**src/rtl/jtag_pkg.sv**
```systemverilog
// -----------------------------------------------------------------------------
// jtag_pkg
// Shared definitions for the JTAG TAP controller slice:
//   - 4-bit TAP state codes (IEEE 1149.1 conventional encoding)
//   - DR selection kind enumeration
//   - small helper for shift-state detection
// No ports (package).
// -----------------------------------------------------------------------------
package jtag_pkg;

    // TAP state encoding; the codes match the conventional 1149.1 numbering
    // so tap_state can be compared directly against debugger traces.
    localparam logic [3:0] ST_TLR    = 4'hF;
    localparam logic [3:0] ST_RTI    = 4'hC;
    localparam logic [3:0] ST_SEL_DR = 4'h7;
    localparam logic [3:0] ST_CAP_DR = 4'h6;
    localparam logic [3:0] ST_SH_DR  = 4'h2;
    localparam logic [3:0] ST_EX1_DR = 4'h1;
    localparam logic [3:0] ST_PAU_DR = 4'h3;
    localparam logic [3:0] ST_EX2_DR = 4'h0;
    localparam logic [3:0] ST_UPD_DR = 4'h5;
    localparam logic [3:0] ST_SEL_IR = 4'h4;
    localparam logic [3:0] ST_CAP_IR = 4'hE;
    localparam logic [3:0] ST_SH_IR  = 4'hA;
    localparam logic [3:0] ST_EX1_IR = 4'h9;
    localparam logic [3:0] ST_PAU_IR = 4'hB;
    localparam logic [3:0] ST_EX2_IR = 4'h8;
    localparam logic [3:0] ST_UPD_IR = 4'hD;

    // Which data register sits between TDI and TDO for the current instruction.
    typedef enum logic [1:0] {
        DR_BYPASS = 2'd0,
        DR_IDCODE = 2'd1,
        DR_USER   = 2'd2
    } dr_kind_e;

    // True in the two states where TDO is driven.
    function automatic logic is_shift_state(input logic [3:0] st);
        return (st == ST_SH_DR) || (st == ST_SH_IR);
    endfunction

endpackage

```
**src/rtl/jtag_tap_fsm.sv**
```systemverilog
// -----------------------------------------------------------------------------
// jtag_tap_fsm
// 16-state IEEE 1149.1 TAP state machine: state register and next-state logic.
// Ports:
//   clk_i    TCLK, rising-edge active
//   rst_i    synchronous active-high reset (forces TEST_LOGIC_RESET)
//   tms_i    test mode select, sampled on each rising edge
//   state_o  current state code (jtag_pkg encoding)
// -----------------------------------------------------------------------------
module jtag_tap_fsm
    import jtag_pkg::*;
(
    input  logic       clk_i,
    input  logic       rst_i,
    input  logic       tms_i,
    output logic [3:0] state_o
);

    logic [3:0] state_q;
    logic [3:0] state_d;

    // Next-state table: every state has a TMS=0 and a TMS=1 successor.
    always_comb begin
        state_d = ST_TLR;
        case (state_q)
            ST_TLR:    state_d = tms_i ? ST_TLR    : ST_RTI;
            ST_RTI:    state_d = tms_i ? ST_SEL_DR : ST_RTI;
            ST_SEL_DR: state_d = tms_i ? ST_SEL_IR : ST_CAP_DR;
            ST_CAP_DR: state_d = tms_i ? ST_EX1_DR : ST_SH_DR;
            ST_SH_DR:  state_d = tms_i ? ST_EX1_DR : ST_SH_DR;
            ST_EX1_DR: state_d = tms_i ? ST_UPD_DR : ST_PAU_DR;
            ST_PAU_DR: state_d = tms_i ? ST_EX2_DR : ST_PAU_DR;
            ST_EX2_DR: state_d = tms_i ? ST_UPD_DR : ST_SH_DR;
            ST_UPD_DR: state_d = tms_i ? ST_SEL_DR : ST_RTI;
            // SEL_IR with TMS=1 wraps back to reset, which is what makes
            // five TMS=1 edges sufficient from any state.
            ST_SEL_IR: state_d = tms_i ? ST_TLR    : ST_CAP_IR;
            ST_CAP_IR: state_d = tms_i ? ST_EX1_IR : ST_SH_IR;
            ST_SH_IR:  state_d = tms_i ? ST_EX1_IR : ST_SH_IR;
            ST_EX1_IR: state_d = tms_i ? ST_UPD_IR : ST_PAU_IR;
            ST_PAU_IR: state_d = tms_i ? ST_EX2_IR : ST_PAU_IR;
            ST_EX2_IR: state_d = tms_i ? ST_UPD_IR : ST_SH_IR;
            ST_UPD_IR: state_d = tms_i ? ST_SEL_DR : ST_RTI;
            default:   state_d = ST_TLR;
        endcase
    end

    // State register with synchronous reset.
    always_ff @(posedge clk_i) begin
        if (rst_i) begin
            state_q <= ST_TLR;
        end else begin
            state_q <= state_d;
        end
    end

    assign state_o = state_q;

endmodule

```
**src/rtl/jtag_tap_ctrl.sv**
```systemverilog
// -----------------------------------------------------------------------------
// jtag_tap_ctrl
// TAP controller with parametrised instruction register, built-in BYPASS and
// IDCODE registers, and NUM_DR external user chains selected by opcode.
// Ports:
//   TCLK        clock (all state on rising edge)
//   TRST        synchronous active-high reset
//   TMS, TDI    test mode select / serial data in
//   TDO, TDO_EN serial data out (LSB of active shift reg) and its enable
//   ir_out      current (updated) instruction
//   dr_sel      one-hot user chain selection, 0 when no user chain selected
//   capture_dr, shift_dr, update_dr  user chain strobes (Moore)
//   ext_tdo     serial outputs of the user chains
//   tap_state   current FSM state code
//   tlr         high in TEST_LOGIC_RESET
// -----------------------------------------------------------------------------
module jtag_tap_ctrl
    import jtag_pkg::*;
#(
    parameter int unsigned         IR_WIDTH   = 4,
    parameter int unsigned         NUM_DR     = 2,
    parameter logic [31:0]         IDCODE_VAL = 32'h1234_5001,
    parameter logic [IR_WIDTH-1:0] OP_IDCODE  = IR_WIDTH'(32'h1),
    parameter logic [IR_WIDTH-1:0] OP_USER0   = IR_WIDTH'(32'h2)
) (
    input  logic                TCLK,
    input  logic                TRST,
    input  logic                TMS,
    input  logic                TDI,
    output logic                TDO,
    output logic                TDO_EN,
    output logic [IR_WIDTH-1:0] ir_out,
    output logic [NUM_DR-1:0]   dr_sel,
    output logic                capture_dr,
    output logic                shift_dr,
    output logic                update_dr,
    input  logic [NUM_DR-1:0]   ext_tdo,
    output logic [3:0]          tap_state,
    output logic                tlr
);

    logic [3:0]          state_s;

    logic [IR_WIDTH-1:0] ir_q;
    logic [IR_WIDTH-1:0] ir_d;
    logic [IR_WIDTH-1:0] ir_shift_q;
    logic [IR_WIDTH-1:0] ir_shift_d;
    logic                bypass_q;
    logic                bypass_d;
    logic [31:0]         idcode_q;
    logic [31:0]         idcode_d;

    dr_kind_e            dr_kind_s;
    logic [NUM_DR-1:0]   dr_sel_s;
    logic                user_sel_s;
    logic                tdo_s;

    jtag_tap_fsm u_fsm (
        .clk_i   (TCLK),
        .rst_i   (TRST),
        .tms_i   (TMS),
        .state_o (state_s)
    );

    // Opcode decode. All-ones is always BYPASS and IDCODE beats a user
    // opcode that happens to alias it; unknown opcodes fall back to BYPASS.
    always_comb begin
        dr_sel_s = '0;
        if (ir_q == {IR_WIDTH{1'b1}}) begin
            dr_kind_s = DR_BYPASS;
        end else if (ir_q == OP_IDCODE) begin
            dr_kind_s = DR_IDCODE;
        end else begin
            for (int unsigned k = 0; k < NUM_DR; k++) begin
                dr_sel_s[k] = (ir_q == (OP_USER0 + IR_WIDTH'(k)));
            end
            dr_kind_s = (|dr_sel_s) ? DR_USER : DR_BYPASS;
        end
    end

    assign user_sel_s = (dr_kind_s == DR_USER);

    // Instruction register path: capture, shift and update.
    always_comb begin
        ir_d       = ir_q;
        ir_shift_d = ir_shift_q;
        case (state_s)
            ST_TLR:    ir_d       = OP_IDCODE;
            // Fixed 2'b01 capture pattern lets a debugger find IR length.
            ST_CAP_IR: ir_shift_d = IR_WIDTH'(2'b01);
            ST_SH_IR:  ir_shift_d = {TDI, ir_shift_q[IR_WIDTH-1:1]};
            ST_UPD_IR: ir_d       = ir_shift_q;
            default:   ir_d       = ir_q;
        endcase
    end

    // Built-in data registers; only the selected one captures or shifts.
    always_comb begin
        bypass_d = bypass_q;
        idcode_d = idcode_q;
        case (state_s)
            ST_CAP_DR: begin
                case (dr_kind_s)
                    DR_BYPASS: bypass_d = 1'b0;
                    DR_IDCODE: idcode_d = IDCODE_VAL | 32'h0000_0001;
                    default:   bypass_d = bypass_q;
                endcase
            end
            ST_SH_DR: begin
                case (dr_kind_s)
                    DR_BYPASS: bypass_d = TDI;
                    DR_IDCODE: idcode_d = {TDI, idcode_q[31:1]};
                    default:   bypass_d = bypass_q;
                endcase
            end
            default: bypass_d = bypass_q;
        endcase
    end

    // Register bank; TRST aborts any scan without touching ir beyond reset.
    always_ff @(posedge TCLK) begin
        if (TRST) begin
            ir_q       <= OP_IDCODE;
            ir_shift_q <= '0;
            bypass_q   <= 1'b0;
            idcode_q   <= 32'h0000_0000;
        end else begin
            ir_q       <= ir_d;
            ir_shift_q <= ir_shift_d;
            bypass_q   <= bypass_d;
            idcode_q   <= idcode_d;
        end
    end

    // TDO mux: combinational from flops so the bit is valid before the
    // shifting edge and N edges read N bits LSB first.
    always_comb begin
        tdo_s = 1'b0;
        case (state_s)
            ST_SH_IR: tdo_s = ir_shift_q[0];
            ST_SH_DR: begin
                case (dr_kind_s)
                    DR_IDCODE: tdo_s = idcode_q[0];
                    DR_USER:   tdo_s = |(dr_sel_s & ext_tdo);
                    default:   tdo_s = bypass_q;
                endcase
            end
            default: tdo_s = 1'b0;
        endcase
    end

    assign TDO        = tdo_s;
    assign TDO_EN     = is_shift_state(state_s);
    assign ir_out     = ir_q;
    assign dr_sel     = dr_sel_s;
    assign capture_dr = (state_s == ST_CAP_DR) && user_sel_s;
    assign shift_dr   = (state_s == ST_SH_DR)  && user_sel_s;
    assign update_dr  = (state_s == ST_UPD_DR) && user_sel_s;
    assign tap_state  = state_s;
    assign tlr        = (state_s == ST_TLR);

endmodule

```
**config.mk**
```make
export PLATFORM = sky130hd
export DESIGN_NAME = jtag_tap_ctrl
export DESIGN_NICKNAME = d
export VERILOG_FILES = /design/src/rtl/jtag_pkg.sv /design/src/rtl/jtag_tap_fsm.sv /design/src/rtl/jtag_tap_ctrl.sv
export SDC_FILE = /design/constraint.sdc
export NUM_CORES = 1
export LEC_CHECK = 0
export ABC_AREA = 1
export CORE_MARGIN = 4
export CORE_UTILIZATION = 25
export DETAILED_ROUTE_END_ITERATION = 6
export PLACE_DENSITY_LB_ADDON = 0.1
export SLEW_MARGIN = 10
export SYNTH_ARGS = -nofsm -noshare
export SYNTH_HDL_FRONTEND = slang
export SYNTH_SLANG_ARGS = --single-unit
```
**constraint.sdc**
```tcl
create_clock -name TCLK -period 2.53 [get_ports TCLK]
set_input_delay 0.253 -clock TCLK [delete_from_list [all_inputs] [get_ports TCLK]]
set_output_delay 0.253 -clock TCLK [all_outputs]
set_load 0.02 [all_outputs]
```
==> reports/metrics.cfg, run 1 <==
[cells_and_area]
stdcell_count = 479
drive_above_1_share_pct = 4.81
nNetsFinal = 379
diodes = 0
n_fill_cell = 972
area_delta_synth_final_pct = 16.6

[clock_network]
clkSlewWorstSetupHoldPaths_ns = 0.08
cts_root_buf = clkbuf_8
clock-sinks = 45
clk_latency_ns = 0.30
cts_buffer_depth = 2
cts_tree = done
cts_made_buffers = 5
htreeDepth = 2
post_cts_resized = 0
postCtsHoldBufs = 0
post-cts-setup-buffers = 0

[sta]
post-route-period-util_pct = 87.1
layout_setup_ws_ns = 0.325
finalClockSkew_ns = 0.00827
rsz0062_at_grt = false
hold_viol = 0
hold_ws_ns = 0.488
fin_crit_ns = 2.20
final_max_slew_viol_count = 0
tightestPinTransition_ns = 0.751
tns_ns = 0
report.final.setup_viol = 0
relSlewSlack_pct = 49.8
fmax_mhz = 454

[yosys]
synth_commonest_cells = nand2_1 (159), nor2_1 (57), inv_1 (48)
synth_top_area_share_pct = 41.2
synth.avg_cell_area_um2 = 6.13
yosysTopAreaCell = dfxtp_1
synth_cell_type_count = 20
async_flop_share_pct = 0
yosysSeqAreaShare_pct = 41.2
synth.most_common_cell = nand2_1
ys_warn_count = 0
synth.area.top_cells = dfxtp_1 (41%), nand2_1 (27%), nor2_1 (9.8%)
synth_edf_count = 0
synthFlopType = dfxtp_1
ys_seq_elements = 45
syn_area_mm2 = 0.00219
syn-num-nets = 363
syn_inst = 357

[routing]
wl_per_cell_um = 10.7
wirelength_um = 5140
drcViolationCount = 0
route.vias.total = 1984
avgViaCountPerCell = 4.14
ant_nets = 0
drt-initial-drc-count = 60
drt_pass1_iterations = 5

[run]
drv_cap = 0

[place]
port_buffers = 21
pre_cts_slack_ns = 0.635
hpwl_um = 3330
place_inst = 471
gp_congestion = 0.809

[critical_path]
endpoint_kind = output port
cp.required_ns = 2.28
slowest_delay_ns = 0.60
cpMaxStageDelayCell = clkdlybuf4s50_1
criticalPathCategory = flop to output port
crit_path_cell_trace = inv_1, nand2_2, nor2_1, nand2_1, nand3_1, clkdlybuf4s50_1
cpLargestDelayFamily = buffers and inverters
cp_max_fo = 7
startpoint_type = flop
cp_num_buf_inv = 2
arrival_ns = 1.95

[global_routing]
grt_usage_pct = 11.2
grt_overflow_total = 0
antenna_found_initial = 0
grt_start_max_net_pins = 40
grt_pass1_wl_um = 9120
grt_pass1_vias = 1954

[floorplan]
core_area_mm2 = 0.00838
rows = 33
die-width_um = 102
fp.dieArea_mm2 = 0.0103
num_io_pins = 22
die_h_um = 102
start_util_pct = 26.1

[run_status]
status = finished clean

[power]
p_per_area_mw_per_mm2 = 930
ir_drop_uv = 655
p_total_mw = 2.37
power.leakage_nw = 1.14

[hold_path]
hold_class = flop to flop

==> placed cells by master (no fill, tap or decap) <==
master and instances:
nand3_1 7, nand2_2 3, clkbuf_8 7, nor2_1 57, nor2_2 1, a21oi_1 8
o211ai_1 1, nand4_1 3, clkinv_2 1, nor4_1 1, clkdlybuf4s50_1 21, nor2_4 3
nand3b_1 1, inv_2 1, nand2_1 159, dfxtp_1 45, buf_4 2, o21ai_0 4
inv_1 48, nor3_1 1
==> layer usage <==
layer	routed length [µm]	vias up	global-route usage, %	part of all wire (%)
li1	-	1075	-	-
met1	2580	890	13.9	50
met2	2360	13	19.1	46
met3	120	6	2.69	2.3
met4	81	0	3.68	1.6
met5	0	-	0	0
==> worst reg2reg max path, cell delays in order, from the launching register on <==
cell	delay (ns)
dfxtp_1	0.50
nor2_4	0.09
nand2_2	0.11
inv_2	0.05
nand2_2	0.54
nand2_1	0.14
nand2_1	0.10
nor2_1	0.04
==> stage by stage <==
stage	area, µm²	utilization (%)
2_1_floorplan	2190	-
3_3_place_gp	2450	29.2
3_5_place_dp	2450	29.2
4_1_cts	2550	30.5
5_1_grt	2550	30.5
6_report	2550	30.5
==> state kept, by name, summed over array words and instances, names as in the netlist <==
| name | flops |
|---|---|
| idcode_q | 32 |
| ir_out | 4 |
| ir_shift_q | 4 |
| u_fsm.state_o | 4 |
| bypass_q | 1 |
==> area by class of cell <==
cell class | instances | area (µm²) | share of cell area, %
Clock buffer | 7 | 96.3 | 3.77
Clock inverter | 1 | 5.00 | 0.196
Inverter | 49 | 184 | 7.21
Multi-Input combinational cell | 249 | 1010 | 39.6
Sequential cell | 45 | 901 | 35.3
Tap cell | 105 | 131 | 5.15
Timing Repair Buffer | 23 | 225 | 8.82
==> power breakdown <==
group,switching (mW),internal [mW]
clock network,0.243,0.247
registers,0.131,0.853
logic,0.577,0.322
==> kinds of logic (layout without fill, tap and decap cells) <==
kind of cell           after synthesis  after routing  synth area share, %
DFF                                 45             45                 41.2
and+or+nand+nor                    236            236                 43.1
AOI/OAI and AO/OA                   13             13                 3.09
buffers and inverters               63             80                 12.7
==> worst paths after layout <==
| check | depth (start not counted) | endpoint | slack [ns] | startpoint |
|---|---|---|---|---|
| hold reg to reg | 2 | idcode_q[31] | 0.49 | idcode_q[31] |
| hold / removal | 2 | idcode_q[31] | 0.49 | idcode_q[31] |
| setup reg to reg | 7 | idcode_q[16] | 0.85 | u_fsm.state_o[3] |
| setup / recovery | 6 | TDO | 0.33 | u_fsm.state_o[0] |
Power figures use the tool's default switching activity.
==> inputs of run 2 (changes only) <==
SLEW_MARGIN = default   (was 10)
clock period = 2.4 ns   (was 2.53 ns; I/O delays follow)
==> run 2 against run 1 <==
Against the previous run: register-to-register slack worse by 0.13 ns; clock skew up 0.00059 ns; die area unchanged; cell count up 0.21%; global-route usage down 0.50 points; count of clock-buffer cells in the layout down 2; sequential share of layout area down 0.55 points; core utilization up 0.48 points; non-clock buffer count up 1; largest cell class unchanged; largest power group unchanged.
==> reports/metrics.cfg, run 2 (synthesis results as in run 1) <==
[routing]
wl_met1_um = 2540
ant_nets = 0
avgViaCountPerCell = 4.14
route.vias.total = 1986
drt_pass1_iterations = 4
top_layer_used = met4
wirelength_um = 5150
drcViolationCount = 0
route.met3.wl_um = 140
wl_met2_um = 2390
wl_per_cell_um = 10.7
drt-initial-drc-count = 76

[cells_and_area]
n_fill_cell = 948
nNetsFinal = 380
drive_above_1_share_pct = 5.07
diodes = 0
largest_register_ffs = 32
regArea_um2 = 901
layout_commonest_cell = nand2_1
stdcell_count = 480
top_register = idcode_q
area_delta_synth_final_pct = 18.5
layout_common_cells = nand2_1 (159), nor2_1 (57), inv_1 (48)
multi_input_area_mm2 = 0.00101

[critical_path]
endpoint_kind = output port
rrSetupSlack_ns = 0.72
criticalPathCategory = flop to output port
reg2reg_from = u_fsm.state_o[3]
arrival_ns = 1.95
cp.required_ns = 2.16
startpoint_type = flop
reg2regPathDepth = 7
cp_max_fo = 7
reg2reg_to = idcode_q[16]

[floorplan]
rows = 33
start_util_pct = 26.1
core_area_mm2 = 0.00838
num_io_pins = 22
die-width_um = 102
fp.dieArea_mm2 = 0.0103
die_h_um = 102

[sta]
tightestPinTransition_ns = 0.748
tns_ns = 0
relSlewSlack_pct = 50.0
layout_setup_ws_ns = 0.215
final_max_slew_viol_count = 0
finalClockSkew_ns = 0.00886
rsz0062_at_grt = false
post-route-period-util_pct = 91.1
report.final.setup_viol = 0
fmax_mhz = 458
fin_crit_ns = 2.19
hold_viol = 0

[place]
port_buffers = 21
place_inst = 472
gp_congestion = 0.807
pre_cts_slack_ns = 0.516
hpwl_um = 3330

[global_routing]
grt_pass1_wl_um = 8690
grt_overflow_total = 0
grt_pass1_vias = 1869
grt_usage_pct = 10.7
antenna_found_initial = 0
grt_start_max_net_pins = 40

[hold_path]
min-delay-start = idcode_q[31]
min_path_cells = 2
holdPathEnd = idcode_q[31]
hold_class = flop to flop

[clock_network]
postCtsHoldBufs = 0
cts_root_buf = clkbuf_8
post-cts-setup-buffers = 0
cts_buffer_depth = 2
post_cts_resized = 0
cts_made_buffers = 5
clk_latency_ns = 0.30
clkSlewWorstSetupHoldPaths_ns = 0.08
cts_tree = done
htreeDepth = 2
clock-sinks = 45

[power]
ir_drop_uv = 857
p_per_area_mw_per_mm2 = 1030
power.leakage_nw = 1.16

[run_status]
status = finished clean

[run]
drv_cap = 0

run 2: power breakdown:
group	switching [mW]	internal [mW]
Sequential	0.138	0.899
Clock	0.267	0.414
Combinational	0.603	0.341
run 2: critical path, cell delays in order, from the launching register on:
cell and delay [ns]:
dfxtp_1 0.40, inv_1 0.12, nand2_2 0.12, nor2_1 0.24
nand2_1 0.08, nand3_1 0.09, clkdlybuf4s50_1 0.60
run 2: final cells by class:
type | count | area share (%)
multi-input cells | 249 | 38.9
well taps | 105 | 5.07
inverters | 49 | 7.09
clock inverters | 3 | 2.51
clock buffers | 5 | 2.65
flip-flops and latches | 45 | 34.7
repair buffers | 24 | 8.98
run 2: stage by stage:
step	instance area [µm²]	power (mW)	util (%)	hold slack (ns)
after floorplan	2190	1.74	-	0.377
after global placement	2460	2.02	29.3	0.466
after detailed placement	2460	2.02	29.3	0.478
after CTS	2590	2.72	30.9	0.494
after global routing	2590	2.90	30.9	0.520
final	2590	2.66	30.9	0.493
run 2: worst max-delay path by stage:
stage / to / startpoint / depth (start not counted)
after floorplan: TDO / u_fsm.state_o[1] / 6
after global placement: TDO / u_fsm.state_o[0] / 6
after detailed placement: TDO / u_fsm.state_o[0] / 6
after CTS: TDO / u_fsm.state_o[0] / 6
after global routing: TDO / u_fsm.state_o[0] / 6
final: TDO / u_fsm.state_o[0] / 6
run 2: layer usage:
layer	track usage (%)	up-vias
met3	2.82	4
met5	0	-
met1	13.1	880
li1	-	1081
met4	3.99	0
met2	18.1	21
==> inputs of run 3 (changes only) <==
CORE_UTILIZATION = 56   (was 25)
CTS_CLUSTER_DIAMETER = 30   (was default)
==> run 3 against run 2 <==
Against the previous run: fmax is 0.90% lower; power is 4.1% lower; hold slack got worse by 0.0027 ns; combinational power decreased by 1%; first-iteration DRC count up 100%; sequential power hardly changed; highest routed layer unchanged.
==> reports/metrics.cfg, run 3 (synthesis results as in run 1) <==
[run_status]
status = finished clean

[power]
power.leakage_nw = 1.14
p_per_area_mw_per_mm2 = 1020
p_total_mw = 2.55
ir_drop_uv = 799

[critical_path]
cp.required_ns = 2.16
slowest_delay_ns = 0.60
cpMaxStageDelayCell = clkdlybuf4s50_1
startpoint_type = flop
arrival_ns = 1.97
crit_path_cell_trace = nand2_1, nor2_1, nand2_1, nand3_1, clkdlybuf4s50_1
cpLargestDelayFamily = buffers and inverters
reg2reg_from = u_fsm.state_o[3]
cpMostUsedCell = nand2_1
cp_num_buf_inv = 1
reg2regPathDepth = 7
cp_max_fo = 8
critPathLaunch = u_fsm.state_o[3]
criticalPathCategory = flop to output port
path_depth = 5
endpoint_kind = output port

[cells_and_area]
nNetsFinal = 379
regArea_um2 = 901
drive_above_1_share_pct = 4.55
layout_commonest_cell = nand2_1
largest_register_ffs = 32
multi_input_area_mm2 = 0.00101
top_register = idcode_q
diodes = 0
layout_common_cells = nand2_1 (159), nor2_1 (57), inv_1 (48)
area_delta_synth_final_pct = 14.1
n_fill_cell = 349

[floorplan]
fp.dieArea_mm2 = 0.00497
start_util_pct = 58.9
num_io_pins = 22
die-width_um = 70.5
rows = 22
core_area_mm2 = 0.00372
die_h_um = 70.5

[sta]
relSlewSlack_pct = 55.6
post-route-period-util_pct = 91.9
fin_crit_ns = 2.21
hold_viol = 0
rsz0062_at_grt = false
tns_ns = 0
finalClockSkew_ns = 0.00685
report.final.setup_viol = 0
fmax_mhz = 453
final_max_slew_viol_count = 0
tightestPinTransition_ns = 0.664

[global_routing]
grt_overflow_total = 0
grt_pass1_vias = 1738
antenna_found_initial = 0
grt_start_max_net_pins = 40
grt_pass1_wl_um = 7490
grt_usage_pct = 18.5

[routing]
wirelength_um = 4340
drt-initial-drc-count = 152
wl_per_cell_um = 10.3
drt_pass1_iterations = 4
route.vias.total = 1975
drcViolationCount = 0
ant_nets = 0
avgViaCountPerCell = 4.68

[clock_network]
htreeDepth = 2
cts_made_buffers = 5
post_cts_resized = 0
cts_root_buf = clkbuf_8
clock-sinks = 45
cts_tree = done
postCtsHoldBufs = 0
cts_buffer_depth = 2
clkSlewWorstSetupHoldPaths_ns = 0.08
clk_latency_ns = 0.30
post-cts-setup-buffers = 0

[hold_path]
min-delay-start = ir_shift_q[3]
min_path_cells = 2
hold_class = flop to flop

[place]
port_buffers = 21
hpwl_um = 2920
gp_congestion = 0.923

[run]
drv_cap = 0

-- run 3: cell count changes in the layout (fill, tap and decap cells not counted), sizes merged --
| cell | change |
|---|---|
| clkbuf | +2 |
| clkinv | -1 |
| buf | -1 |
| bufinv | -1 |
-- run 3: worst register-to-register path, cell delays in order, from the launching register on --
cell and delay (ns):
dfxtp_1 0.50, nor2_4 0.08, nand2_2 0.11, inv_2 0.05, nand2_2 0.49, nand2_1 0.14
nand2_1 0.11, nor2_1 0.04
-- run 3: final timing paths --
check | end | slack (ns)
hold reg to reg | ir_shift_q[3] | 0.49
setup / recovery | TDO | 0.19
setup reg to reg | idcode_q[8] | 0.76
hold / removal | ir_shift_q[3] | 0.49
-- run 3: layer usage --
layer,up-vias,global-route usage [%],part of all wire (%)
li1,1078,-,-
met1,864,23.6,47
met2,26,30.6,48
met3,7,4.32,3.7
met4,0,6.60,1.5
met5,-,0,0
-- run 3: cell type report --
type | instances | area share [%]
timing repair buffer | 23 | 9.02
clock buffer | 7 | 3.46
clock inverter | 1 | 1.20
inverter | 49 | 7.37
sequential | 45 | 36.1
multi-input combinational | 249 | 40.5
tap | 48 | 2.41
-- run 3: power breakdown --
part           internal [mW]  switching [mW]  leakage [nW]
clock                  0.339           0.243        0.0585
sequential             0.899           0.139         0.366
combinational          0.339           0.593         0.717
total                   1.58           0.975          1.14
-- run 3: through the flow --
step | setup WS, ns | hold slack (ns) | instances | utilization [%] | cell area [µm²]
2_1_floorplan | 0.758 | 0.377 | 357 | - | 2190
3_3_place_gp | 0.590 | 0.463 | 414 | 64.0 | 2380
3_5_place_dp | 0.527 | 0.473 | 414 | 64.0 | 2380
4_1_cts | 0.193 | 0.486 | 422 | 67.2 | 2500
5_1_grt | 0.0965 | 0.505 | 422 | 67.2 | 2500
6_report | 0.195 | 0.490 | 422 | 67.2 | 2500
